`src/rtl/chess_pkg.sv`:
```
// Shared types and constants for the chess board renderer: geometry, piece codes, colours, arbiter states.
// Pure declarations, no logic, so there is no latency and no backpressure.
package chess_pkg;

  localparam int unsigned BOARD_X0     = 80;
  localparam int unsigned SQ_PX        = 60;
  localparam int unsigned BOARD_PX     = 8 * SQ_PX;
  localparam int unsigned V_ACTIVE     = 480;
  localparam int unsigned V_TOTAL      = 525;
  localparam int unsigned SPRITE_WORDS = 3600;

  typedef enum logic [3:0] {
    EMPTY    = 4'd0,
    W_PAWN   = 4'd1,
    W_KNIGHT = 4'd2,
    W_BISHOP = 4'd3,
    W_ROOK   = 4'd4,
    W_QUEEN  = 4'd5,
    W_KING   = 4'd6,
    B_PAWN   = 4'd7,
    B_KNIGHT = 4'd8,
    B_BISHOP = 4'd9,
    B_ROOK   = 4'd10,
    B_QUEEN  = 4'd11,
    B_KING   = 4'd12
  } piece_e;

  localparam logic [11:0] LIGHT_RGB  = 12'hEDB;
  localparam logic [11:0] DARK_RGB   = 12'hA75;
  localparam logic [11:0] CURSOR_RGB = 12'h4C4;
  localparam logic [11:0] SELECT_RGB = 12'hCC3;
  localparam logic [11:0] BORDER_RGB = 12'h333;

  typedef enum logic [1:0] {
    ARB_RENDER  = 2'd0,
    ARB_IDLE_VB = 2'd1,
    ARB_WRITE   = 2'd2
  } arb_state_e;

  // Per-pixel flags carried alongside the sprite fetch.
  typedef struct packed {
    logic blank;
    logic in_board;
    logic dark;
    logic hl_cur;
    logic hl_sel;
    logic empty;
  } pix_meta_t;

  // Codes above the last real piece have no sprite and render as an empty square.
  function automatic logic piece_is_empty(input logic [3:0] code);
    return (code == 4'(EMPTY)) || (code > 4'(B_KING));
  endfunction

endpackage

```
`src/rtl/board_port_arbiter.sv`:
```
// Shares the single board-RAM port between the renderer and game-logic writes; write issues one cycle after grant.
// Requests stall (no ack, nothing lost) until vertical blank; at most one write every two cycles.
module board_port_arbiter
  import chess_pkg::*;
(
  input  logic       vga_clk_i,
  input  logic       rst_i,
  input  logic [9:0] draw_y_i,
  input  logic       upd_req_i,
  input  logic [5:0] upd_addr_i,
  input  logic [3:0] upd_data_i,
  input  logic [5:0] render_addr_i,
  output logic       upd_ack_o,
  output logic [5:0] board_addr_o,
  output logic       board_we_o,
  output logic [3:0] board_wdata_o
);

  arb_state_e state_q;
  logic       we_q;
  logic       ack_q;
  logic [5:0] waddr_q;
  logic [3:0] wdata_q;
  logic       force_render;

  // The last line of the frame is reserved so the renderer owns the port when line 0 starts.
  assign force_render = (draw_y_i == 10'(V_TOTAL - 1)) || (draw_y_i < 10'(V_ACTIVE));

  always_ff @(posedge vga_clk_i or posedge rst_i) begin
    if (rst_i) begin
      state_q <= ARB_RENDER;
      we_q    <= 1'b0;
      ack_q   <= 1'b0;
      waddr_q <= 6'd0;
      wdata_q <= 4'd0;
    end else begin
      we_q  <= 1'b0;
      ack_q <= 1'b0;
      if (force_render) begin
        state_q <= ARB_RENDER;
      end else begin
        case (state_q)
          ARB_RENDER:  state_q <= ARB_IDLE_VB;
          ARB_IDLE_VB: begin
            if (upd_req_i) begin
              state_q <= ARB_WRITE;
              we_q    <= 1'b1;
              ack_q   <= 1'b1;
              waddr_q <= upd_addr_i;
              wdata_q <= upd_data_i;
            end
          end
          ARB_WRITE:   state_q <= ARB_IDLE_VB;
          default:     state_q <= ARB_RENDER;
        endcase
      end
    end
  end

  assign upd_ack_o     = ack_q;
  assign board_we_o    = we_q;
  assign board_wdata_o = wdata_q;
  assign board_addr_o  = rst_i ? 6'd0 : ((state_q == ARB_WRITE) ? waddr_q : render_addr_i);

endmodule

```
`src/rtl/board_render_scheduler.sv`:
```
// Per-pixel chess board renderer: square lookup, sprite fetch and colour compose; 4 cycles from DrawX/DrawY/blank to RGB.
// No backpressure on the pixel stream; board writes from game logic are deferred to vertical blank.
module board_render_scheduler
  import chess_pkg::*;
(
  input  logic        vga_clk,
  input  logic        reset,
  input  logic [9:0]  DrawX,
  input  logic [9:0]  DrawY,
  input  logic        blank,
  input  logic [5:0]  cursor_sq,
  input  logic [5:0]  select_sq,
  input  logic        select_valid,
  input  logic        upd_req,
  input  logic [5:0]  upd_addr,
  input  logic [3:0]  upd_data,
  output logic        upd_ack,
  output logic [5:0]  board_addr,
  output logic        board_we,
  output logic [3:0]  board_wdata,
  input  logic [3:0]  board_rdata,
  output logic [15:0] rom_addr,
  input  logic [3:0]  rom_q,
  input  logic [11:0] pal_rgb,
  output logic [3:0]  red,
  output logic [3:0]  green,
  output logic [3:0]  blue
);

  logic       in_board;
  logic [9:0] x_off;
  logic [2:0] col;
  logic [2:0] row;
  logic [5:0] px;
  logic [5:0] py;
  logic [5:0] sq;

  pix_meta_t  s1_meta_d, s1_meta_q;
  logic [5:0] s1_px_q, s1_py_q;
  pix_meta_t  s2_meta_d, s2_meta_q;
  logic [15:0] rom_addr_d, rom_addr_q;
  pix_meta_t  s3_meta_q;
  logic [11:0] rgb_d, rgb_q;

  // Square decode from the live pixel position; off-board pixels map to square 0.
  always_comb begin
    in_board = (DrawX >= 10'(BOARD_X0)) && (DrawX < 10'(BOARD_X0 + BOARD_PX)) &&
               (DrawY < 10'(BOARD_PX));
    x_off = 10'd0;
    col   = 3'd0;
    row   = 3'd0;
    px    = 6'd0;
    py    = 6'd0;
    if (in_board) begin
      x_off = DrawX - 10'(BOARD_X0);
      col   = 3'(x_off / 10'(SQ_PX));
      px    = 6'(x_off % 10'(SQ_PX));
      row   = 3'(DrawY / 10'(SQ_PX));
      py    = 6'(DrawY % 10'(SQ_PX));
    end
    sq = {row, col};
  end

  always_comb begin
    s1_meta_d          = '0;
    s1_meta_d.blank    = blank;
    s1_meta_d.in_board = in_board;
    s1_meta_d.dark     = row[0] ^ col[0];
    s1_meta_d.hl_cur   = in_board && (sq == cursor_sq);
    s1_meta_d.hl_sel   = in_board && select_valid && (sq == select_sq);
  end

  board_port_arbiter u_arb (
    .vga_clk_i     (vga_clk),
    .rst_i         (reset),
    .draw_y_i      (DrawY),
    .upd_req_i     (upd_req),
    .upd_addr_i    (upd_addr),
    .upd_data_i    (upd_data),
    .render_addr_i (sq),
    .upd_ack_o     (upd_ack),
    .board_addr_o  (board_addr),
    .board_we_o    (board_we),
    .board_wdata_o (board_wdata)
  );

  // The RAM samples the address on the same edge as S1, so board_rdata lines up with the S1 registers.
  always_comb begin
    s2_meta_d       = s1_meta_q;
    s2_meta_d.empty = !s1_meta_q.in_board || piece_is_empty(board_rdata);
    rom_addr_d      = 16'd0;
    if (!s2_meta_d.empty) begin
      rom_addr_d = ({12'd0, board_rdata} - 16'd1) * 16'(SPRITE_WORDS) +
                   16'(s1_py_q) * 16'(SQ_PX) + 16'(s1_px_q);
    end
  end

  // Palette index 0 is transparent and lets the square or highlight show through.
  always_comb begin
    rgb_d = s3_meta_q.dark ? DARK_RGB : LIGHT_RGB;
    if (!s3_meta_q.blank) begin
      rgb_d = 12'd0;
    end else if (!s3_meta_q.in_board) begin
      rgb_d = BORDER_RGB;
    end else if (!s3_meta_q.empty && (rom_q != 4'd0)) begin
      rgb_d = pal_rgb;
    end else if (s3_meta_q.hl_cur) begin
      rgb_d = CURSOR_RGB;
    end else if (s3_meta_q.hl_sel) begin
      rgb_d = SELECT_RGB;
    end
  end

  always_ff @(posedge vga_clk or posedge reset) begin
    if (reset) begin
      s1_meta_q  <= '0;
      s1_px_q    <= 6'd0;
      s1_py_q    <= 6'd0;
      s2_meta_q  <= '0;
      rom_addr_q <= 16'd0;
      s3_meta_q  <= '0;
      rgb_q      <= 12'd0;
    end else begin
      s1_meta_q  <= s1_meta_d;
      s1_px_q    <= px;
      s1_py_q    <= py;
      s2_meta_q  <= s2_meta_d;
      rom_addr_q <= rom_addr_d;
      s3_meta_q  <= s2_meta_q;
      rgb_q      <= rgb_d;
    end
  end

  assign rom_addr = rom_addr_q;
  assign red      = rgb_q[11:8];
  assign green    = rgb_q[7:4];
  assign blue     = rgb_q[3:0];

endmodule

```
`config.mk`:
```
export PLATFORM = sky130hd
export DESIGN_NAME = board_render_scheduler
export DESIGN_NICKNAME = d
export VERILOG_FILES = /design/src/rtl/chess_pkg.sv /design/src/rtl/board_port_arbiter.sv /design/src/rtl/board_render_scheduler.sv
export SDC_FILE = /design/constraint.sdc
export NUM_CORES = 1
export LEC_CHECK = 0
export CAP_MARGIN = 10
export CORE_UTILIZATION = 45
export DETAILED_ROUTE_END_ITERATION = 10
export GPL_ROUTABILITY_DRIVEN = 0
export GPL_TIMING_DRIVEN = 0
export PLACE_DENSITY = 0.75
export SYNTH_ARGS = -nofsm -noshare
export SYNTH_HDL_FRONTEND = slang
export SYNTH_SLANG_ARGS = --single-unit
```
`constraint.sdc`:
```
create_clock -name vga_clk -period 12.8 [get_ports vga_clk]
set_clock_uncertainty 0.15 [all_clocks]
set_input_delay 1.28 -clock vga_clk [delete_from_list [all_inputs] [get_ports vga_clk]]
set_output_delay 1.28 -clock vga_clk [all_outputs]
set_load 0.01 [all_outputs]
```
======== Word level (Yosys, flattened, before mapping) ========
Index checks and enable logic that the tools add are counted.
Widths: inputs -> output; s select.
storage, ports and cells
  output and inout bits ................... 40
  register bits ........................... 70
  input bits .............................. 67
operators by class
  $add $sub $neg .......................... 4
  bitwise gates (word level) .............. 2
  muxes and demuxes ....................... 19
  eq/ne operators ......................... 6
  magnitude comparators ................... 4
  multiply operators ...................... 2
  divide/modulo/power cells ............... 4
  reduce and logical (&&, ||, !) cells .... 16
operators by type and width
  kind                   number
  $mux 12                4
  $mux 6                 4
  $mux 11                2
  $div 10x6->10 const B  2
  $mod 10x6->10 const B  2
  $add 16x12->16         1
  $add 16x6->16          1
  $mul 16x8->12 const B  1
  $mux 16                1
  $eq 6x6->1             2
  $eq 10x10->1 const B   1
  $ge 10x7->1 const B    1
  $lt 10x10->1 const B   1
  $lt 10x9->1 const B    1
  $mul 6x4->10 const B   1
  $sub 10x7->10 const B  1
  $logic_and 1x1->1      6
  $mux 3                 2
  $sub 4x1->5 const B    1
  $gt 4x4->1 const B     1
  $logic_not 4->1        1
  $mux 2                 2
  $pmux 2 s2             1
  $reduce_bool 4->1      1
  11 further kinds       16

======== Depth between registers and ports, before layout ========
  depth in word-level cells ............... 6
  depth in mapped cells ................... 22
  gate-level depth less buffers ........... 22

======== Hierarchy ========
A second synthesis with hierarchy kept.
unflattened totals
  cells, all modules ...................... 623
  area total of the unflattened synthesis .. 5681.7 µm²
by module, submodules not included
  module                  area each (µm²)  sequential area each (µm²)  cells each  instances
  board_render_scheduler  5019.8           1426.4                      565         1
  board_port_arbiter      661.9            325.3                       58          1

======== Least setup slack after synthesis ========
Ideal clock, no wire load.
  kind .................................... in2reg
  from .................................... input board_rdata[1]
  to ...................................... register rom_addr_q[13] (netlist: rom_addr[13])
  required time ........................... 12.569 ns
  arrival ................................. 5.172 ns
  library setup time ...................... 0.081 ns
  stages on the path ...................... 20
  setup slack ............................. 7.397 ns
  cell sequence ........................... inv_1 -> ha_1 -> nand2_1 -> nand2_1 -> xnor2_1 -> inv_1 -> fa_1 -> inv_1 -> ha_1 -> inv_1 -> fa_1 -> inv_1 -> ha_1 -> inv_1 -> fa_1 -> inv_1 -> ha_1 -> a21o_1 -> or3_1 -> a21oi_1
on the way
  word-level cells in the longest chain between the ends .. 5
  elaborated cells on any way between the ends .. 9
ends and longest elaborated chain
  item                    line                           RTL
  start: declaration      board_render_scheduler.sv:21   input logic [3:0] board_rdata,
  $sub 4x1->5             board_render_scheduler.sv:93   rom_addr_d = ({12'd0, board_rdata} - 16'd1) * 16'(SPRITE_WORDS) +
  $mul 16x8->12           board_render_scheduler.sv:93
  $add 16x12->16          board_render_scheduler.sv:93
  $add 16x6->16           board_render_scheduler.sv:94   16'(s1_py_q) * 16'(SQ_PX) + 16'(s1_px_q);
  $mux 16 (*)             board_render_scheduler.sv:92   if (!s2_meta_d.empty) begin
  via rom_addr_d[13]      board_render_scheduler.sv:41   logic [15:0] rom_addr_d, rom_addr_q;
  end signal: assignment  board_render_scheduler.sv:128  rom_addr_q <= rom_addr_d;
  end: declaration        board_render_scheduler.sv:41
The timed path passes the listed nets; every way through them passes the cells marked *.
A chain may end at the register's enable or synchronous reset.

======== Final worst setup path ========
  from .................................... input DrawX[4]
  to ...................................... output board_addr[2]
on the way
  word-level cells in the longest chain between the ends .. 6
  elaborated cells on any way between the ends .. 9
ends and longest elaborated chain
  item                                                                   line                          RTL
  start: declaration                                                     board_render_scheduler.sv:8   input logic [9:0] DrawX,
  parallel branches: the longest is 3 deep, another holds $sub 10x7->10  --
  $mux 3 (*)                                                             board_render_scheduler.sv:54  if (in_board) begin
  $mux 6 (*) (2 in a row)                                                board_port_arbiter.sv:63      assign board_addr_o = rst_i ? 6'd0 : ((state_q == ARB_WRITE) ? waddr_q : render_addr_i);
  end: declaration                                                       board_render_scheduler.sv:18  output logic [5:0] board_addr,
Mark *: on every way between the ends.

==> results.md <==
- The Yosys step of the flow raised 0 warnings.
- The initial utilization of the core area, before any placement, comes to 0.468.
- The remaining max-slew budget at the tightest pin is 0.437.
- In the routed layout, each cell is associated on average with a via count of 5.40.
- The die area is 0.0131 mm2.
- The share of the clock period used by the worst path after layout is 0.539.
- Summed over all instances, the cell type with the most area after synthesis is sky130_fd_sc_hd__dfrtp_1.
- Together, buffers and inverters on the worst path number 7.
- In this run the worst hold path is classified as reg2reg.
- Summing all non-filler instances in the final layout gives an area of 0.00725 mm2.
- The endpoint of the worst hold path is s3_meta_q[2]$_DFF_PP0_.
- The count of filler cells inserted in the layout is 1032.
- The pin count of the biggest net entering global routing is 41.
- The power dissipated by switching net loads is 0.000276 W.
- The measured slew at the worst slew-check pin is 0.844 ns.
- The combinational fraction of design power is 0.389.
- The share of layout cells above drive strength 1 is 0.0705.
- Synthesis produced 620 cells.
- In the layout the commonest cells are sky130_fd_sc_hd__clkdlybuf4s50_1, sky130_fd_sc_hd__dfrtp_1, sky130_fd_sc_hd__inv_1, sky130_fd_sc_hd__ha_1, sky130_fd_sc_hd__nor2_1.
- In this run the tool buffered the top-level ports with 101 buffer cells.
- After clock tree synthesis, the clock-pin slew on the worst setup and hold paths is 0.05 ns.
- Of the total power, registers draw 0.304.
- The maximum count of clock buffers along a single path is 2.
- The total negative setup slack is 0 ns.
- The flip-flop cell with the highest count after synthesis is sky130_fd_sc_hd__dfrtp_1.
- The average cell area after synthesis is 9.17 um2.
- The cell-internal power is 0.000570 W.
- Data on the critical path is required at its endpoint by 11.37 ns.
- The async set-or-reset flop fraction in the synthesized netlist is 1.00.
- The number of global-route vias before repair is 4715.
- The worst register-to-register path has a depth of 15.
- Synthesis instantiated 72 different standard cells from the library.
- Walking the worst path, the cells encountered are clkdlybuf4s50_1 > buf_2 > clkbuf_1 > inv_1 > ha_1 > buf_1 > nand2_1 > mux2i_1 > o22ai_1 > a22oi_1 > inv_1 > a22oi_1 > nor2_1 > clkdlybuf4s50_1.
- The kind of capture point of the worst setup path is an output port.
- The placed wire-length estimate after detailed placement is 10400 um.
- Setup repair after global routing left no endpoint under its margin.
- 0 antenna diodes ended up in the layout.
- The number of violations of the max-capacitance limit is 0.
- In this run, synthesis produced a sequential element count of 70.
- The H-tree depth is 3.
- The worst-skew pair later-pin latency is 0.32 ns.
- For the worst setup path, the data arrival time is 5.47 ns.
- The flow ran to the end, and the final reports show no timing, DRC or antenna violations.
- After detailed routing, the total wire length is 13200 um.
- The element type at the critical path start is an input port.
- The biggest cell delay along the critical path is 0.71 ns.
- Summed over all layers, the global routing overflow is 0.
- The worst register-to-register path begins at s1_py_q[2]$_DFF_PP0_.
- The cell family contributing the most delay on the critical path is buffers and inverters.
- The number of max-slew violations in the final report was 0.
- Excluding fillers, the count of instances in the completed layout stands at 906.
- For this run, design rule violations remaining after detail routing come to 0.
- The worst-case IR drop observed on VDD is 65.7 uV.
- The wire length of the first global-routing pass is 22000 um.
- Summed over all cells, the static leakage comes to 3.31 nW.
- The setup path with the least slack is of type in2out.
- The count of TritonRoute iterations in the first routing pass is 5.
- Pin placement for this block handled 107 I/O pins.
- The final net count is 870.
- The region available for standard cell placement spans 0.0122 mm2.
- The clock period could shrink to 6.90 ns.
- The number of enable flip-flop cells after synthesis is 0.
- The total global-route track usage is 0.209.
- The average wire per standard cell is 14.5 um.
- For this block, the via count after detailed routing is 4891.
- The standard-cell row count is 40.
- Tracing the worst setup path back leads to its startpoint at DrawX[4].
- The power density over cell area is 117 mW/mm2.
- The final hold violation count is 0.
- Based on the critical path, the design can be clocked at up to 0.145 GHz.
- The post-cts resize count is 0.
- The number of nets in the synthesized netlist is 757.
- The count of clock tree sinks is 70.
- Summing all placed instances gives a cell area of 0.00693 mm2.
- The overall die width is 114 um.
- TritonCTS created 9 clock buffers.
- The number of setup buffers added after CTS is 0.
- The antenna violation net count after detailed routing is 0.
- Once placement completed, the tool counted placed cells totaling 890.
- The worst hold path begins at s2_meta_q[2]$_DFF_PP0_.
- The number of buffers inserted for hold repair after clock tree synthesis is 0.
- The cell at the slowest stage of the critical path is sky130_fd_sc_hd__a22oi_1.
- The maximum fanout encountered on the critical timing path is 10.
- The library cell used most frequently in the layout, excluding fill and tap cells, is sky130_fd_sc_hd__clkdlybuf4s50_1.
- The synthesized area is 0.00569 mm2.
- The capture point of the worst reg-to-reg path is rom_addr[15]$_DFF_PP0_.
- From synthesis to final layout, the design area changed by 27.5%.
- In this run the register-to-register setup slack is 8.00 ns.
- Ranked by total cell area, the synthesized netlist is headed by sky130_fd_sc_hd__dfrtp_1, sky130_fd_sc_hd__ha_1, sky130_fd_sc_hd__fa_1, sky130_fd_sc_hd__xnor2_1, sky130_fd_sc_hd__inv_1.
- The share of the yosys chip area belonging to registers is 0.308.
- The count of endpoints failing setup in the final report is 0.
- The number of antenna violations at the first check in global routing was 0.
- The share of Yosys cell area claimed by the top area cell type is 0.308.
- The clock root buffer is sky130_fd_sc_hd__clkbuf_16.
- Across all hold checks on the routed design, the worst slack comes to 0.194 ns.
- The floorplan step set the die height to 114 um.
- The switching part of the total is 0.326.
- Along the worst hold path, the cell count comes to 0.
- The part of the total power dissipated in the clock network is 0.307.
- The first-iteration detailed-routing DRC count is 370.
- At the end of the flow the core is filled with cells to 0.596.
- The clock tree from TritonCTS is built.
how the worst max path moves through the flow:
stage,cells past startpoint,endpoint
CTS,14,board_addr[2]
global route,14,board_addr[2]
global placement,15,board_addr[0]
detailed placement,14,board_addr[2]
floorplan,20,rom_addr[13]$_DFF_PP0_
finish,14,board_addr[2]
logic make-up (layout without fill, tap and decap cells):
| kind of cell | after synthesis | count (layout) | synth area share |
|---|---|---|---|
| compound gates | 151 | 151 | 0.187 |
| xor+xnor | 45 | 45 | 0.0693 |
| fa+ha+maj | 74 | 74 | 0.185 |
| buf+inv | 85 | 203 | 0.0592 |
| flops | 70 | 70 | 0.308 |
| mux | 15 | 15 | 0.0288 |
| simple gates | 180 | 180 | 0.163 |
metal layers:
| layer | vias up | global-route usage | wire length [um] |
|---|---|---|---|
| li1 | 2411 | - | - |
| met4 | 0 | 0.0580 | 253 |
| met5 | - | 0 | 0 |
| met1 | 2279 | 0.273 | 5720 |
| met3 | 23 | 0.0334 | 757 |
| met2 | 178 | 0.360 | 6440 |
Yosys cell counts, types with 14 or more instances:
cell	n
sky130_fd_sc_hd__fa_1	18
sky130_fd_sc_hd__nand2_1	36
sky130_fd_sc_hd__nor2_1	48
sky130_fd_sc_hd__clkbuf_1	19
sky130_fd_sc_hd__xnor2_1	25
sky130_fd_sc_hd__inv_1	57
sky130_fd_sc_hd__dfrtp_1	70
sky130_fd_sc_hd__a21oi_1	42
sky130_fd_sc_hd__nand3_1	14
sky130_fd_sc_hd__o21ai_0	23
sky130_fd_sc_hd__xor2_1	20
sky130_fd_sc_hd__ha_1	52
registers in the layout (all words and copies together), names as in the netlist, 2 cells and up:
| name | count |
|---|---|
| rgb_q | 12 |
| rom_addr | 16 |
| s1_meta_q | 5 |
| s1_px_q | 6 |
| s1_py_q | 6 |
| s2_meta_q | 6 |
| s3_meta_q | 6 |
| u_arb.board_wdata_o | 4 |
| u_arb.state_q | 2 |
| u_arb.waddr_q | 6 |
through the flow:
stage / setup slack, ns / total power (W)
CTS: 6.00 / 0.000851
finish: 5.90 / 0.000846
floorplan: 7.40 / 0.000483
detailed placement: 6.00 / 0.000585
global route: 5.56 / 0.000905
global placement: 6.07 / 0.000572
worst register-to-register path, delay by kind of cell, from the launching register on:
kind                     cells  cell delay, ns
AO/OA/AOI/OAI                5            1.25
XOR/XNOR                     1            0.18
adder cells (fa/ha/maj)      5            2.27
buffers and inverters        2            0.11
flip-flops                   1            0.49
AND/OR/NAND/NOR              2            0.23
power groups by stage:
stage	sequential, W	clock (W)	combinational, W
after floorplan	0.000265	0	0.000218
after global placement	0.000260	0	0.000312
after detailed placement	0.000261	0	0.000324
after CTS	0.000257	0.000265	0.000329
after global routing	0.000260	0.000276	0.000369
final	0.000257	0.000260	0.000329
area by class of cell:
type | instances | area, um2 | area share
multi-input combinational | 465 | 3600 | 0.496
sequential | 70 | 1750 | 0.242
timing repair buffer | 102 | 1030 | 0.142
clock buffer | 9 | 225 | 0.0311
inverter | 58 | 218 | 0.0300
tap | 168 | 210 | 0.0290
buffer | 27 | 119 | 0.0164
clock inverter | 7 | 97.6 | 0.0135
No activity file was read; power rests on OpenSTA's default activity.
